**src/rtl/fir_pkg.sv**
```systemverilog
// Shared definitions for the decimating FIR sequencer.
//   SAMPLE_W : width of input samples and of the MAC data input
//   COEF_W   : width of the coefficient ROM word feeding the MAC
//   state_t  : sequencer state encoding (CLR, IDLE, RUN)
package fir_pkg;

  localparam int SAMPLE_W = 18;
  localparam int COEF_W   = 25;

  typedef enum logic [1:0] {
    CLR  = 2'd0,
    IDLE = 2'd1,
    RUN  = 2'd2
  } state_t;

endpackage

```
**src/rtl/sample_ram.sv**
```systemverilog
// Simple dual-port sample buffer, 2^AW words of DW bits.
// The write port and the read port are independent. Reads are registered,
// so data appears one clock after the read is issued. The memory contents
// are not reset; only the read data register is.
// Ports:
//   clk   : clock
//   rst   : synchronous active-high reset of the read data register
//   we    : write enable
//   waddr : write address
//   wdata : write data
//   re    : read enable; rdata holds its value when low
//   raddr : read address
//   rdata : registered read data
module sample_ram #(
  parameter int AW = 7,
  parameter int DW = 18
) (
  input  logic          clk,
  input  logic          rst,
  input  logic          we,
  input  logic [AW-1:0] waddr,
  input  logic [DW-1:0] wdata,
  input  logic          re,
  input  logic [AW-1:0] raddr,
  output logic [DW-1:0] rdata
);

  logic [DW-1:0] mem_r [0:(1<<AW)-1];

  // Write port.
  always_ff @(posedge clk) begin
    if (we) begin
      mem_r[waddr] <= wdata;
    end
  end

  // Registered read port; holds its output when no read is issued.
  always_ff @(posedge clk) begin
    if (rst) begin
      rdata <= {DW{1'b0}};
    end else if (re) begin
      rdata <= mem_r[raddr];
    end
  end

endmodule

```
**src/rtl/fir_mac_seq.sv**
```systemverilog
// Sequencer driving a multiply-accumulate unit as a decimating FIR filter.
// Incoming samples land in a circular buffer. Every DECIM accepted samples,
// the newest NTAPS samples are streamed newest first to the MAC, one per
// clock, with a matching coefficient ROM address and first/last tags.
// Ports:
//   clk   : clock
//   rst   : synchronous active-high reset
//   din   : input sample (two's complement)
//   dv    : single-cycle valid strobe for din
//   caddr : coefficient ROM address (ROM has a 1-clock registered read)
//   mdin  : sample to the MAC data input
//   first : tags tap 0 of a run
//   last  : tags tap NTAPS-1 of a run
//   busy  : high while clearing the buffer or running
//   ovr   : sticky overrun flag, cleared only by rst
module fir_mac_seq
  import fir_pkg::*;
#(
  parameter int NTAPS = 64,
  parameter int AW    = 7,
  parameter int DECIM = 4
) (
  input  logic                clk,
  input  logic                rst,
  input  logic [SAMPLE_W-1:0] din,
  input  logic                dv,
  output logic [AW-1:0]       caddr,
  output logic [SAMPLE_W-1:0] mdin,
  output logic                first,
  output logic                last,
  output logic                busy,
  output logic                ovr
);

  localparam logic [AW-1:0] K_LAST    = AW'(NTAPS - 1);
  localparam logic [AW-1:0] ADDR_LAST = {AW{1'b1}};
  localparam logic [AW-1:0] ADDR_ZERO = {AW{1'b0}};
  localparam logic [AW-1:0] ADDR_ONE  = {{(AW-1){1'b0}}, 1'b1};
  localparam logic [7:0]    D_LAST    = 8'(DECIM - 1);

  state_t              state_r;
  state_t              state_nx_s;
  logic [AW-1:0]       wptr_r;
  logic [AW-1:0]       base_r;
  logic [AW-1:0]       k_r;
  logic [7:0]          dcnt_r;
  logic                first_r;
  logic                last_r;
  logic                busy_r;
  logic                ovr_r;

  logic                acc_s;
  logic                start_s;
  logic                we_s;
  logic [SAMPLE_W-1:0] wd_s;
  logic                re_s;
  logic [AW-1:0]       raddr_s;

  // Sample acceptance, start request and buffer write mux.
  always_comb begin
    acc_s = 1'b0;
    we_s  = 1'b0;
    wd_s  = {SAMPLE_W{1'b0}};
    case (state_r)
      CLR: begin
        we_s = 1'b1;
      end
      IDLE, RUN: begin
        acc_s = dv;
        we_s  = dv;
        wd_s  = din;
      end
      default: begin
        acc_s = 1'b0;
      end
    endcase
    start_s = acc_s && (dcnt_r == D_LAST);
    re_s    = (state_r == RUN);
    // Taps walk backwards from the newest sample, wrapping mod 2^AW.
    raddr_s = base_r - k_r;
  end

  // Next-state logic.
  always_comb begin
    state_nx_s = state_r;
    case (state_r)
      CLR: begin
        if (wptr_r == ADDR_LAST) begin
          state_nx_s = IDLE;
        end else begin
          state_nx_s = CLR;
        end
      end
      IDLE: begin
        if (start_s) begin
          state_nx_s = RUN;
        end else begin
          state_nx_s = IDLE;
        end
      end
      RUN: begin
        if (k_r == K_LAST) begin
          state_nx_s = IDLE;
        end else begin
          state_nx_s = RUN;
        end
      end
      default: begin
        state_nx_s = CLR;
      end
    endcase
  end

  // State register.
  always_ff @(posedge clk) begin
    if (rst) begin
      state_r <= CLR;
    end else begin
      state_r <= state_nx_s;
    end
  end

  // Write pointer: sweeps the whole buffer in CLR, then advances per sample.
  always_ff @(posedge clk) begin
    if (rst) begin
      wptr_r <= ADDR_ZERO;
    end else if ((state_r == CLR) || acc_s) begin
      wptr_r <= wptr_r + ADDR_ONE;
    end
  end

  // Decimation counter over accepted samples.
  always_ff @(posedge clk) begin
    if (rst) begin
      dcnt_r <= 8'd0;
    end else if (acc_s) begin
      if (dcnt_r == D_LAST) begin
        dcnt_r <= 8'd0;
      end else begin
        dcnt_r <= dcnt_r + 8'd1;
      end
    end
  end

  // Run base (address of the sample that triggered the run) and tap index.
  always_ff @(posedge clk) begin
    if (rst) begin
      base_r <= ADDR_ZERO;
      k_r    <= ADDR_ZERO;
    end else if ((state_r == IDLE) && start_s) begin
      base_r <= wptr_r;
      k_r    <= ADDR_ZERO;
    end else if (state_r == RUN) begin
      if (k_r == K_LAST) begin
        k_r <= ADDR_ZERO;
      end else begin
        k_r <= k_r + ADDR_ONE;
      end
    end
  end

  // Sticky overrun: samples dropped while clearing, or a start while running.
  always_ff @(posedge clk) begin
    if (rst) begin
      ovr_r <= 1'b0;
    end else if ((dv && (state_r == CLR)) || (start_s && (state_r == RUN))) begin
      ovr_r <= 1'b1;
    end
  end

  // Tags registered in step with the RAM read data.
  always_ff @(posedge clk) begin
    if (rst) begin
      first_r <= 1'b0;
      last_r  <= 1'b0;
    end else begin
      first_r <= (state_r == RUN) && (k_r == ADDR_ZERO);
      last_r  <= (state_r == RUN) && (k_r == K_LAST);
    end
  end

  // Busy follows the state register.
  always_ff @(posedge clk) begin
    if (rst) begin
      busy_r <= 1'b1;
    end else begin
      busy_r <= (state_nx_s != IDLE);
    end
  end

  sample_ram #(
    .AW (AW),
    .DW (SAMPLE_W)
  ) u_ram (
    .clk   (clk),
    .rst   (rst),
    .we    (we_s),
    .waddr (wptr_r),
    .wdata (wd_s),
    .re    (re_s),
    .raddr (raddr_s),
    .rdata (mdin)
  );

  assign caddr = k_r;
  assign first = first_r;
  assign last  = last_r;
  assign busy  = busy_r;
  assign ovr   = ovr_r;

endmodule

```
**config.mk**
```make
export PLATFORM = sky130hd
export DESIGN_NAME = fir_mac_seq
export DESIGN_NICKNAME = d
export VERILOG_FILES = /design/src/rtl/fir_pkg.sv /design/src/rtl/sample_ram.sv /design/src/rtl/fir_mac_seq.sv
export SDC_FILE = /design/constraint.sdc
export NUM_CORES = 2
export LEC_CHECK = 0
export CELL_PAD_IN_SITES_DETAIL_PLACEMENT = 1
export CELL_PAD_IN_SITES_GLOBAL_PLACEMENT = 1
export CORE_MARGIN = 5
export CORE_UTILIZATION = 45
export DETAILED_ROUTE_END_ITERATION = 7
export DONT_BUFFER_PORTS = 1
export PLACE_DENSITY_LB_ADDON = 0.1
export SLEW_MARGIN = 20
export SYNTH_ARGS = -nofsm -noshare
export SYNTH_HDL_FRONTEND = slang
export SYNTH_SLANG_ARGS = --single-unit
```
**constraint.sdc**
```tcl
create_clock -name clk -period 3.45 [get_ports clk]
set_clock_uncertainty 0.1 [all_clocks]
set_input_delay 0.345 -clock clk [delete_from_list [all_inputs] [get_ports clk]]
set_output_delay 0.345 -clock clk [all_outputs]
set_load 0.01 [all_outputs]
```
Yosys cells after proc, flatten, opt, wreduce, memory -nomap -nowiden
Memories as Yosys holds them, arrays and structs flattened. A register that Yosys moved wholly into a read port is not among the register bits.
Index checks and enable logic that the tools add are counted.
{ "classes": {"n_addsub": 4, "mux": 11, "eq_ne": 6, "reduce_logical": 12} }
{ "ops": {"columns": ["operator", "n"], "rows": [
  ["two-way mux 18 bit", 1],
  ["adder 7 x 1 -> 7 bit (second input constant)", 2],
  ["adder 8 x 1 -> 8 bit (second input constant)", 1],
  ["equality test 8 x 2 -> 1 bit (second input constant)", 1],
  ["two-way mux 8 bit", 1],
  ["equality test 7 x 6 -> 1 bit (second input constant)", 1],
  ["equality test 7 bit (second input constant)", 1],
  ["logical NOT 7 bit", 1],
  ["two-way mux 7 bit", 1],
  ["subtractor 7 bit", 1],
  ["logical AND 1 bit", 6],
  ["one-hot mux 2 bit (3 select lines)", 1],
  ["two-way mux 1 bit", 4],
  ["two-way mux 2 bit", 2],
  ["OR reduction 2 bit", 2],
  ["equality test 2 x 1 -> 1 bit (second input constant)", 1],
  ["equality test 2 bit (second input constant)", 1],
  ["logical NOT 2 bit", 1],
  ["logical OR 1 bit", 2],
  ["!= test 2 x 1 -> 1 bit (second input constant)", 1],
  ["one-hot mux 1 bit (2 select lines)", 1]
]} }
{ "totals": {"mem_bits_rw": 2304, "inputBits": 21, "ff_bits": 35, "mem_count": 1, "wordCells": 43} }
{ "memory_table": {"columns": ["memory", "words", "width", "read_ports", "rd_ports_with_merged_regs", "wr", "line_no", "text"], "rows": [
  ["u_ram.mem_r", 128, 18, 1, 1, 1, "sample_ram.sv:28", "logic [DW-1:0] mem_r [0:(1<<AW)-1];"]
]} }

Depth between registers and ports, before layout
{ "logic_depth": {"word_depth": 7, "depth_mapped": 13, "depth_no_buf": 10} }

Cells and area by module
From an unflattened synthesis, not the netlist that was laid out.
{ "unflattened": {"cells_unflattened": 4347, "hier_area_um2": 91685.4} }
{ "by_module_without_submodules": {"columns": ["module", "seq_area_each_um2", "area_each_um2", "n_inst", "cells_per_inst"], "rows": [
  ["sample_ram", 69546.7, 89726.1, 1, 4122],
  ["fir_mac_seq", 700.7, 1959.4, 1, 225]
]} }

Least setup slack after synthesis
OpenSTA, ideal clock, no wires.
{ "synth_path": {"path_kind": "register to register", "start": "register state_r[0]", "end": "memory u_ram.mem_r[111][0], enable pin", "arrival_time_ps": 2949, "path_slack_ps": -15, "path_buffers": 1, "stages_incl_launch_ff": 8, "cell_sequence": "dfxtp_1 inv_1 ha_1 a21oi_1 nor2b_1 nand3_1 clkbuf_1 nor3_1"} }
{ "synth_between": {"elab_chain_len": 5, "elab_cells_between_ends": 7} }
{ "synth_lines": {"columns": ["item", "line_no", "text"], "rows": [
  ["start: declaration", "fir_mac_seq.sv:41", "state_t state_r;"],
  ["start signal: assignment", "fir_mac_seq.sv:119", "state_r <= state_nx_s;"],
  ["equality test 2 bit or equality test 2 x 1 -> 1 bit (tied branches)", "fir_mac_seq.sv:64", "case (state_r)"],
  ["OR reduction 2 bit", "fir_mac_seq.sv:64", null],
  ["one-hot mux 1 bit (2 select lines) *", "fir_mac_seq.sv:64", null],
  ["two-way mux 1 bit *", "sample_ram.sv:32", "if (we) begin"],
  ["two-way mux 1 bit (not written as such) *", "sample_ram.sv:33", "mem_r[waddr] <= wdata;"],
  ["end: declaration", "sample_ram.sv:28", null]
]} }
Mark *: on every way between the ends. The rest lies on a longest branch, timed or not.

Final worst setup path
{ "layout_path": {"start": "register base_r[0]", "end": "register u_ram.rdata[14] (read register of u_ram.mem_r)"} }
{ "layout_between": {"elab_chain_len": 1} }
{ "layout_lines": {"columns": ["item", "line_no", "text"], "rows": [
  ["start: declaration", "fir_mac_seq.sv:44", "logic [AW-1:0] base_r;"],
  ["start signal: assignment", "fir_mac_seq.sv:151", "base_r <= wptr_r;"],
  ["subtractor 7 bit", "fir_mac_seq.sv:80", "raddr_s = base_r - k_r;"],
  ["end: declaration", "sample_ram.sv:25", "output logic [DW-1:0] rdata"]
]} }
Every way passes these cells.
A chain may end at the register's enable or synchronous reset.

==> qor.yml <==
yosys:
  most_common_flop_cell_mapped_by_yosys: "sky130_fd_sc_hd__edfxtp_1"
  ys.warnings.count: 0
  cells_after_synthesis: 4423
  synth_area_per_cell_um2: 20.7
  seq_area_frac_synth_pct: 76.6
  yosysUniqueCellTypes: 57
  synth-async-reset-ratio_pct: 0
  syn_area_um2: 91800
  ys_ff_latch: 2357
  synth_fp_nets: 4459
  number_of_enable_flip_flop_cells_after_synthesis: 2304
floorplan:
  num_io_pins: 50
  initial_utilization_pct: 45.3
  num_rows: 165
  die_w_um: 462
  chipHeight_um: 462
  die_area_um2: 213000
  core_area_um2: 203000
final_layout:
  most_common_cell_after_layout_fill_and_taps_aside: "sky130_fd_sc_hd__edfxtp_1"
  layout-drive-gt1-share_pct: 33.8
  synthToLayoutAreaGrowth_pct: 19.4
  most-common-layout-cells: "sky130_fd_sc_hd__edfxtp_1 (2304), sky130_fd_sc_hd__mux4_2 (576), sky130_fd_sc_hd__buf_4 (399)"
  finish.instance_area_um2: 110000
  design.final.nets: 5051
  layout.cells.non_filler: 7899
placement:
  routabilityCongestion: 0.815
  i_o_buffers: 0
  detailed_place.area_um2: 100000
  dpl.hpwl_um: 161000
  placement.setup.worst_slack_ps: -598
  numPlacedInstances: 7380
setup_path:
  most_prevalent_standard_cell_on_the_critical_path: "sky130_fd_sc_hd__buf_4"
  worst-endpoint-required_ps: 4090
  cp_cell_sequence: "inv_2, ha_4, fa_4, buf_12, buf_4, buf_12, mux4_2, mux2i_2, mux2i_1, buf_4, mux2_2, o211ai_1, buf_4, a41oi_2"
  cp_max_stage_delay_ps: 790
  timing.setup.critical_path_class: "flip-flop to flip-flop"
  cp_top_family: "adder cells"
  largest_fanout_on_the_critical_path: 6
  worst_setup_path_start_kind: "flip-flop"
  worst_path_buffer_plus_inverter_count: 6
  critical_path_arrival_ps: 4200
  setup.worst_path.end_class: "flip-flop"
  crit_slowest_cell: "sky130_fd_sc_hd__fa_4"
min_path:
  min_path_type: "input port to flip-flop"
timing:
  number_of_max_slew_violations_in_the_final_report: 0
  slew_headroom_pct: 38.7
  holdWs_ps: 78.4
  timing.final.setup_violations: 15
  max_slew.worst_pin.slew_ps: 919
  final.setup.worst_slack_ps: -108
  finalWorstPathRequiredPeriod_ps: 3560
  layout_worst_path_cycle_share_pct: 103
  finalSetupTns_ps: -701
  timing.final.hold_violations: 0
  achievable_clock_frequency_mhz: 281
  rsz0062_at_grt: "yes"
job:
  max_cap_viol: 0
routing:
  antenna_left: 0
  mean_number_of_vias_per_cell: 5.95
  drtIter0Drc: 4612
  drt_drc_violations_left: 0
  detail_route.wirelength_um: 262000
  detailedRoute.firstPassIterationCount: 6
  wl_per_cell_um: 33.1
  num_vias: 47000
power:
  power.ir.vdd_worst_mv: 0.501
  leakage_nw: 39.0
  powerDensity_nw_per_um2: 514
clock_tree:
  h-tree-depth: 4
  clockRootBuffer: "sky130_fd_sc_hd__clkbuf_16"
  cts_tree: "built"
  clk_latency_ps: 900
  cts.sinks: 2357
  cts_made_buffers: 238
  clock_pin_slew_on_the_worst_setup_and_hold_paths_ps: 60
  ctsLongestPathBuffers: 3
status:
  status: "finished with violations"
  violations: "negative setup slack"
global_routing:
  antenna_found_initial: 15
  globalRouteOverflowTotal: 0
  grt_first_pass_wirelength_um: 371000
  groute.usage.overall_pct: 24.7
  number_of_global_route_vias_before_repair: 48600
  grt_start_max_net_pins: 129
==> Yosys cell counts (25+ instances only) <==
cell	instances	area share [%]
sky130_fd_sc_hd__mux4_2	576	14
sky130_fd_sc_hd__dfxtp_1	53	1.2
sky130_fd_sc_hd__edfxtp_1	2304	75
sky130_fd_sc_hd__nand3_1	71	0.39
sky130_fd_sc_hd__nor2_1	139	0.57
sky130_fd_sc_hd__buf_2	94	0.51
sky130_fd_sc_hd__nor3_1	59	0.32
sky130_fd_sc_hd__and3_1	60	0.41
sky130_fd_sc_hd__clkbuf_1	125	0.51
sky130_fd_sc_hd__nand2_1	367	1.5
sky130_fd_sc_hd__a21oi_1	46	0.25
sky130_fd_sc_hd__nand4_1	25	0.17
sky130_fd_sc_hd__mux2i_1	162	1.8
sky130_fd_sc_hd__a211oi_1	32	0.26
==> routing by layer <==
metal / routed length [um] / vias up / global-route usage, %
met5: 9 / - / 0
met4: 7710 / 2 / 7.64
met3: 17700 / 318 / 4.84
met2: 123000 / 1518 / 38.3
met1: 114000 / 25700 / 35.8
li1: - / 19400 / -
==> worst register-to-register path, cell delays in order, from the launching register on <==
cell and delay [ps]:
sky130_fd_sc_hd__dfxtp_2 330, sky130_fd_sc_hd__inv_2 40, sky130_fd_sc_hd__ha_4 150, sky130_fd_sc_hd__fa_4 800, sky130_fd_sc_hd__buf_12 170, sky130_fd_sc_hd__buf_4 150
sky130_fd_sc_hd__buf_12 120, sky130_fd_sc_hd__mux4_2 310, sky130_fd_sc_hd__mux2i_2 220, sky130_fd_sc_hd__mux2i_1 130, sky130_fd_sc_hd__buf_4 180, sky130_fd_sc_hd__mux2_2 260
sky130_fd_sc_hd__o211ai_1 170, sky130_fd_sc_hd__buf_4 180, sky130_fd_sc_hd__a41oi_2 110
==> state kept, by name, summed over array words and instances (netlist names) <==
register	count
base_r	7
busy	1
caddr	7
dcnt_r	8
first	1
last	1
ovr	1
state_r	2
u_ram.mem_r	2304
u_ram.rdata	18
wptr_r	7
==> repair_timing <==
item,CTS,global route
resized for setup,138,47
buffers inserted,25,13
pin swaps,11,15
hold buffers,22,0
endpoints found under the hold margin,940,0
cloned,11,2
setup endpoints to repair,18,137
==> through the flow <==
step | total power, mW | utilization, %
3_5_place_dp | 32.0 | 49.5
2_1_floorplan | 31.8 | -
5_1_grt | 58.1 | 54.1
3_3_place_gp | 32.0 | 49.5
6_report | 56.3 | 54.1
4_1_cts | 56.8 | 53.9
==> path summary, 6_finish.rpt <==
check	start	endpoint	depth (start not counted)	slack (ps)
min	din[7]	u_ram.mem_r[73][7]	2	80
min reg2reg	dcnt_r[7]	dcnt_r[7]	2	390
max reg2reg	base_r[0]	u_ram.rdata[14]	14	-110
max	base_r[0]	u_ram.rdata[14]	14	-110
==> power breakdown <==
part,switching (mW),internal [mW],total (mW)
Sequential,0.0254,31.0,31.0
Combinational,0.278,0.138,0.416
Clock,10.9,13.9,24.8
==> logic make-up (layout without fill, tap and decap cells) <==
| logic type | Yosys count | after routing | synth area share (%) |
|---|---|---|---|
| other | 0 | 5 | 0 |
| buffers and inverters | 266 | 1065 | 1.27 |
| adders and majority gates | 15 | 15 | 0.213 |
| muxes | 762 | 762 | 16.2 |
| DFF | 2357 | 2357 | 76.6 |
| xor gates and xnor gates | 20 | 20 | 0.211 |
| and+or+nand+nor | 775 | 775 | 3.74 |
| AOI/OAI and AO/OA | 228 | 228 | 1.81 |
==> cell type report <==
class / count / area [um^2]
antenna: 5 / 12.5
sequential: 2357 / 70200
multi-input combinational: 1800 / 21500
timing repair buffer: 603 / 6890
tap: 2672 / 3340
fill: 17400 / 93000
clock buffer: 309 / 6390
clock inverter: 138 / 1070
inverter: 15 / 56.3
No activity file was read; power rests on OpenSTA's default activity.
